[src/rtl/flash_arb_pkg.sv]
// Shared types and constants for the quad-SPI flash read arbiter.
package flash_arb_pkg;

    typedef enum logic [1:0] {
        ST_IDLE  = 2'd0,
        ST_ISSUE = 2'd1,
        ST_WAIT  = 2'd2,
        ST_RESP  = 2'd3
    } state_t;

    localparam logic PORT_IF = 1'b0;
    localparam logic PORT_DM = 1'b1;

    localparam logic [31:0] ERR_WORD = 32'hFFFF_FFFF;

endpackage

[src/rtl/flash_arb_rr.sv]
// Two-way round-robin picker: a lone requester wins, a tie goes to the port not granted last.
module flash_arb_rr
    import flash_arb_pkg::*;
(
    input  logic [1:0] req,
    input  logic       last,
    output logic       gnt_id,
    output logic       gnt_vld
);

    always_comb begin
        gnt_vld = |req;
        gnt_id  = PORT_IF;
        case (req)
            2'b01:   gnt_id = PORT_IF;
            2'b10:   gnt_id = PORT_DM;
            2'b11:   gnt_id = ~last;
            default: gnt_id = PORT_IF;
        endcase
    end

endmodule

[src/rtl/flash_arbiter.sv]
// Shares one flash read controller between instruction fetch and data memory.
// Optional one-word read buffer enabled by defining FLASH_ARB_LINEBUF_EN.
module flash_arbiter
    import flash_arb_pkg::*;
#(
    parameter int ADDR_W  = 24,
    parameter int DATA_W  = 32,
    parameter int TIMEOUT = 4096
) (
    input  logic              clk,
    input  logic              rst,
    input  logic              if_req_i,
    input  logic [ADDR_W-1:0] if_addr_i,
    output logic [DATA_W-1:0] if_rdata_o,
    output logic              if_ack_o,
    input  logic              dm_req_i,
    input  logic [ADDR_W-1:0] dm_addr_i,
    output logic [DATA_W-1:0] dm_rdata_o,
    output logic              dm_ack_o,
    output logic              err_o,
    output logic              fc_req_o,
    output logic [ADDR_W-1:0] fc_addr_o,
    input  logic              fc_done_i,
    input  logic [DATA_W-1:0] fc_rdata_i
);

    localparam int CNT_W = $clog2(TIMEOUT);
    localparam logic [CNT_W-1:0] CNT_LAST = CNT_W'(TIMEOUT - 1);

    state_t            state;
    logic              gnt;
    logic              last;
    logic [CNT_W-1:0]  cnt;
    logic              gnt_id;
    logic              gnt_vld;
    logic [ADDR_W-1:0] sel_addr;
    logic              hit;
    logic [DATA_W-1:0] hit_data;
    logic              resp_go;
    logic              resp_err;
    logic              resp_port;
    logic [DATA_W-1:0] resp_data;

    flash_arb_rr u_rr (
        .req     ({dm_req_i, if_req_i}),
        .last    (last),
        .gnt_id  (gnt_id),
        .gnt_vld (gnt_vld)
    );

    assign sel_addr = (gnt_id == PORT_DM) ? dm_addr_i : if_addr_i;

`ifdef FLASH_ARB_LINEBUF_EN
    logic [ADDR_W-1:0] lb_tag;
    logic [DATA_W-1:0] lb_data;
    logic              lb_vld;

    // Only genuine flash data fills the buffer; timeouts never reach this branch.
    always_ff @(posedge clk or posedge rst) begin
        if (rst) begin
            lb_vld  <= 1'b0;
            lb_tag  <= '0;
            lb_data <= '0;
        end else if (state == ST_WAIT && fc_done_i) begin
            lb_vld  <= 1'b1;
            lb_tag  <= fc_addr_o;
            lb_data <= fc_rdata_i;
        end
    end

    assign hit      = lb_vld && (lb_tag == sel_addr);
    assign hit_data = lb_data;
`else
    assign hit      = 1'b0;
    assign hit_data = '0;
`endif

    // A response is produced either by a buffer hit in IDLE or by completion/timeout in WAIT.
    always_comb begin
        resp_go   = 1'b0;
        resp_err  = 1'b0;
        resp_port = gnt;
        resp_data = DATA_W'(ERR_WORD);
        if (state == ST_IDLE) begin
            resp_go   = gnt_vld && hit;
            resp_port = gnt_id;
            resp_data = hit_data;
        end else if (state == ST_WAIT) begin
            resp_go  = fc_done_i || (cnt == CNT_LAST);
            resp_err = !fc_done_i;
            if (fc_done_i) resp_data = fc_rdata_i;
        end
    end

    always_ff @(posedge clk or posedge rst) begin
        if (rst) begin
            state      <= ST_IDLE;
            gnt        <= PORT_IF;
            last       <= PORT_DM;
            cnt        <= '0;
            fc_req_o   <= 1'b0;
            fc_addr_o  <= '0;
            if_ack_o   <= 1'b0;
            dm_ack_o   <= 1'b0;
            err_o      <= 1'b0;
            if_rdata_o <= '0;
            dm_rdata_o <= '0;
        end else begin
            fc_req_o <= 1'b0;
            if_ack_o <= 1'b0;
            dm_ack_o <= 1'b0;
            err_o    <= 1'b0;
            if (resp_go) begin
                err_o <= resp_err;
                if (resp_port == PORT_DM) begin
                    dm_ack_o   <= 1'b1;
                    dm_rdata_o <= resp_data;
                end else begin
                    if_ack_o   <= 1'b1;
                    if_rdata_o <= resp_data;
                end
            end
            case (state)
                ST_IDLE: begin
                    if (gnt_vld) begin
                        gnt  <= gnt_id;
                        last <= gnt_id;
                        if (hit) begin
                            state <= ST_RESP;
                        end else begin
                            fc_addr_o <= sel_addr;
                            fc_req_o  <= 1'b1;
                            state     <= ST_ISSUE;
                        end
                    end
                end
                ST_ISSUE: begin
                    cnt   <= '0;
                    state <= ST_WAIT;
                end
                ST_WAIT: begin
                    if (resp_go) state <= ST_RESP;
                    else         cnt   <= cnt + 1'b1;
                end
                ST_RESP: state <= ST_IDLE;
                default: state <= ST_IDLE;
            endcase
        end
    end

endmodule

[config.mk]
export PLATFORM = sky130hd
export DESIGN_NAME = flash_arbiter
export DESIGN_NICKNAME = d
export VERILOG_FILES = /design/src/rtl/flash_arb_pkg.sv /design/src/rtl/flash_arb_rr.sv /design/src/rtl/flash_arbiter.sv
export SDC_FILE = /design/constraint.sdc
export NUM_CORES = 1
export LEC_CHECK = 0
export CAP_MARGIN = 20
export CORE_MARGIN = 5
export CORE_UTILIZATION = 45
export DETAILED_ROUTE_END_ITERATION = 12
export PLACE_DENSITY = 0.78
export SKIP_CTS_REPAIR_TIMING = 1
export SYNTH_ARGS = -nofsm -noshare
export SYNTH_HDL_FRONTEND = slang
export SYNTH_SLANG_ARGS = --single-unit
[constraint.sdc]
create_clock -name clk -period 4.1 [get_ports clk]
set_input_delay 0.615 -clock clk [delete_from_list [all_inputs] [get_ports clk]]
set_output_delay 0.615 -clock clk [all_outputs]
set_load 0.005 [all_outputs]
# Word level (Yosys, flattened, before mapping)
# Cells that the tools add are included.
word_totals:
  out_inout_bits: 92
  wordCells: 55
  in_bits: 85
  register_bits: 108
classes:
  muxes: 22
  reduce_logical: 10
  eq_ne: 9
  add_sub_neg: 1
  bitwise_logic: 2
op_table:
  columns: ["cell", "count"]
  rows:
  - ["$mux 32", 3]
  - ["$mux 24", 1]
  - ["$pmux 12 s2", 1]
  - ["$add 12x1->12 const B", 1]
  - ["$eq 12x12->1 const B", 1]
  - ["$mux 1", 12]
  - ["$mux 12", 1]
  - ["$reduce_and 2->1", 5]
  - ["$eq 2x2->1 const B", 4]
  - ["$pmux 2 s4", 1]
  - ["$ne 2x2->1 const B", 3]
  - ["$mux 2", 2]
  - ["$eq 2x1->1 const B", 1]
  - ["$logic_not 2->1", 1]
  - ["$not 1->1", 2]
  - ["$pmux 1 s2", 1]
  - ["$reduce_bool 2->1", 1]
  - ["$reduce_or 2->1", 1]
  - ["$logic_not 1->1", 1]
  - ["$logic_or 1x1->1", 1]

# Depth between registers and ports, before layout
depth:
  word_depth: 6
  ltp_mapped: 8
  mapped_depth_nobuf: 6

# Hierarchy
# A second synthesis with hierarchy kept.
hier_totals:
  hier_cells: 425
  hier_area_um2: 4842.1
modules_own_cells:
  columns: ["module", "cells_per_inst", "instances", "seq_area_each_um2", "area_per_inst_um2"]
  rows:
  - ["flash_arbiter", 423, 1, 2703.8, 4828.4]
  - ["flash_arb_rr", 2, 1, 0.0, 13.8]

# Worst setup path after synthesis
# Ideal clock, no wire load.
synth_path:
  kind: "register to register"
  from: "register state[0]"
  to: "register dm_rdata_o[10]"
  synth_period_minus_slack_ps: 2459
  t_arrival_ps: 2334
  setup_slack_ps: 1641
  setup_time_ps: 125
  required_ps: 3975
  path_buffers: 1
  stages_incl_launch_ff: 8
  cell_sequence: "dfrtp_1 -> inv_1 -> ha_1 -> nand2b_1 -> or4_4 -> a211oi_4 -> buf_6 -> mux2_2"
synth_between:
  elab_chain_len: 4
  elab_cells_between_ends: 8
  classes_between: "1 x eq/ne; 5 x mux; 2 x reduce/logical"
synth_lines:
  columns: ["element", "line_no", "text"]
  rows:
  - ["start: declaration", "flash_arbiter.sv:30", "state_t state;"]
  - ["start signal: assignment", "flash_arbiter.sv:97", "state <= ST_IDLE;"]
  - ["start signal: assignment", "flash_arbiter.sv:129", "state <= ST_RESP;"]
  - ["start signal: assignment", "flash_arbiter.sv:133", "state <= ST_ISSUE;"]
  - ["$eq 2x2->1", "flash_arbiter.sv:88", "end else if (state == ST_WAIT) begin"]
  - ["$mux 1", "flash_arbiter.sv:88", null]
  - ["$mux 1", "flash_arbiter.sv:84", "if (state == ST_IDLE) begin"]
  - ["$reduce_and 2->1 (no line)", null, null]
  - ["end signal: assignment", "flash_arbiter.sv:117", "dm_rdata_o <= resp_data;"]
  - ["end: declaration", "flash_arbiter.sv:18", "output logic [DATA_W-1:0] dm_rdata_o,"]
# Several ways; a longest one is shown, not always the timed one.
# A chain may end at the register's enable or synchronous reset.

# Worst setup path after layout
layout_path:
  from: "register state[0]"
  to: "register if_rdata_o[14]"
layout_between:
  elab_chain_len: 4
  elab_cells_between_ends: 9
  classes_between: "1 x eq/ne; 5 x mux; 1 x bitwise; 2 x reduce/logical"
layout_lines:
  columns: ["element", "line_no", "text"]
  rows:
  - ["$eq 2x2->1 / $logic_not 2->1 (equally long branches)", "flash_arbiter.sv:88, flash_arbiter.sv:84", null]
  - ["$mux 1, on equally long branches", "flash_arbiter.sv:88, flash_arbiter.sv:84", null]
  - ["$mux 1 / $not 1->1 (equally long branches)", null, null]
  - ["$reduce_and 2->1 (no line)", null, null]
  - ["end signal: assignment", "flash_arbiter.sv:120", "if_rdata_o <= resp_data;"]
  - ["end: declaration", "flash_arbiter.sv:14", "output logic [DATA_W-1:0] if_rdata_o,"]
# Several ways; a longest one is shown, not always the timed one.

==> flow_summary.json <==
{
  "slew_violations": 0,
  "grt_pass1_vias": 3837,
  "crit_arrival_ns": 3.22,
  "synth-seq-area-share": 0.564,
  "drive_gt1_frac": 0.201,
  "power_leakage_nw": 2.65,
  "first_iter_violations": 112,
  "cts_sinks": 108,
  "vias": 3557,
  "placed_area_um2": 6680,
  "synth-warning-count": 0,
  "clock.fmax_mhz": 337,
  "ios": 177,
  "worstSetupEndpointType": "flip-flop",
  "clk_latency_ns": 0.38,
  "gp_congestion": 0.796,
  "peakVddDrop_mv": 0.274,
  "fin_crit_sh": 0.723,
  "diodes": 0,
  "synth_nets": 483,
  "drt_wl_total_mm": 11.7,
  "critical_path_class": "reg -> reg",
  "syn-cell-area_um2": 4800,
  "drv_cap": 0,
  "grt.overflow.total": 0,
  "grt_max_degree": 55,
  "firstDrtPassIters": 4,
  "p_per_area_nw_per_um2": 623,
  "dieArea_um2": 12800,
  "final_common_cell": "clkdlybuf4s50_1",
  "postSynthAreaPerCell_um2": 12.2,
  "num-fill-cells": 817,
  "synth_edf_count": 0,
  "use_met2": 0.318,
  "fp-row-count": 37,
  "cp.required_ns": 4.36,
  "period_minus_slack_ns": 2.96,
  "startpoint_type": "flip-flop",
  "relSlewSlack": 0.349,
  "finalNetCount": 656,
  "hold_viol_final": 0,
  "tns_ns": 0,
  "start_util": 0.463,
  "rsz0062_at_grt": "false",
  "syn2layout_area_growth_pct": 43.1,
  "synth_cell_type_count": 37,
  "final_antenna_net_count": 0,
  "final_cell_mix": "clkdlybuf4s50_1 (176), dfrtp_1 (107), mux2_2 (61)",
  "tritoncts": "done",
  "use_met1": 0.231,
  "netlist_instances": 393,
  "critPathMaxFanout": 33,
  "antenna_found_initial": 0,
  "setup_viol": 0,
  "gr-usage-met3": 0.0508,
  "synthArstFlopShare": 1.00,
  "worstMarginPinSlew_ns": 0.975,
  "wire_per_inst_um": 16.6,
  "grt_pass1_wl_mm": 19.2,
  "die_w_um": 113,
  "port_buffers": 176,
  "instances_no_fill": 707,
  "core_area_um2": 10400,
  "cts_max_level": 3,
  "grt.busiest_layer": "met2",
  "synth_seq_cells": 108,
  "clk_pin_slew_worst_paths_ns": 0.10,
  "status": "finished, final reports clean",
  "cts-root-buf": "clkbuf_8",
  "grt_usage": 0.188,
  "design_area_um2": 6870,
  "drcViolationCount": 0,
  "fin_skew_ns": 0.0167,
  "drt-vias-per-instance": 5.03,
  "clock_path_buffers": 2,
  "synth_ff_type": "dfrtp_1",
  "dieHeight_um": 113,
  "cts_made_buffers": 9,
  "dp.cells": 691,
  "hold_class": "reg -> reg",
  "place_hpwl_mm": 8.73
}
logic make-up (layout without fill, tap and decap cells):
family	count (synthesis)	count (layout)	synth area share
and+or+nand+nor	112	112	0.117
buffers and inverters	29	207	0.0305
xor gates and xnor gates	1	1	0.00183
adders and majority gates	5	5	0.0130
AOI/OAI and AO/OA	39	39	0.0503
muxes	99	99	0.224
DFF	108	108	0.564
critical path, stage by stage, from the launching register on:
cell	delay, ns
dfrtp_1	0.40
inv_1	0.09
ha_1	0.40
nand2b_1	0.29
nor4_2	0.64
o211a_1	0.21
buf_4	0.39
mux2_2	0.39
area by class of cell:
| class | count | area [um^2] | area share |
|---|---|---|---|
| clock buffers | 10 | 128 | 0.0186 |
| clock inverters | 6 | 60.1 | 0.00875 |
| inverters | 9 | 36.3 | 0.00528 |
| multi-input cells | 256 | 1960 | 0.286 |
| flip-flops and latches | 108 | 2700 | 0.394 |
| well taps | 136 | 170 | 0.0248 |
| repair buffers | 182 | 1810 | 0.263 |
path summary, 6_finish.rpt:
check	from	endpoint	slack, ns	depth (start not counted)
worst max-delay path	state[0]	if_rdata_o[14]	1.14	7
worst min-delay path	fc_addr_o[23]	fc_addr_o[23]	0.48	2
worst max register to register	state[0]	if_rdata_o[14]	1.14	7
worst min register to register	fc_addr_o[23]	fc_addr_o[23]	0.48	2
max in group asynchronous	rst	if_rdata_o[14]	2.54	3
min in group asynchronous	rst	if_rdata_o[13]	0.67	2
synth_stat cells, drive strengths merged (4+ instances only):
cell    instances  area share
o21ai          26       0.027
nand2          43       0.034
nand3           5      0.0052
or4             4      0.0070
or2            25       0.033
inv             9      0.0070
nor2           17       0.013
mux2i          34       0.071
ha              5       0.013
buf             9       0.015
dfrtp         107        0.56
clkbuf         11      0.0086
mux2           65        0.15
nor3            5      0.0052
nor4            4      0.0065
per-layer routing:
| layer | routed length, um | part of all wire | vias to the layer above |
|---|---|---|---|
| li1 | - | - | 1699 |
| met1 | 4920 | 0.42 | 1729 |
| met2 | 5850 | 0.50 | 110 |
| met3 | 677 | 0.058 | 19 |
| met4 | 269 | 0.023 | 0 |
| met5 | 0 | 0 | - |
registers in the layout, summed over array words and instances, names as in the netlist:
| register | cells |
|---|---|
| err_o | 1 |
| if_rdata_o | 32 |
| fc_req_o | 1 |
| state | 2 |
| fc_addr_o | 24 |
| gnt | 1 |
| dm_ack_o | 1 |
| last | 1 |
| cnt | 12 |
| if_ack_o | 1 |
| dm_rdata_o | 32 |
through the flow:
stage	setup slack [ns]	util	hold slack [ns]	total power, mW
after floorplan	0.641	-	0.446	2.61
after global placement	1.25	0.644	0.462	3.64
after detailed placement	1.18	0.644	0.470	3.71
after CTS	1.15	0.662	0.493	4.33
after global routing	0.977	0.662	0.516	4.57
final	1.14	0.662	0.481	4.28
where the power goes:
part	switching, mW	leakage [nW]	total, mW	internal (mW)
logic	0.761	1.36	1.91	1.15
registers	0.248	1.20	1.75	1.50
clock network	0.385	0.0878	0.619	0.234
total	1.39	2.65	4.28	2.89
No activity file was read; power rests on OpenSTA's default activity.
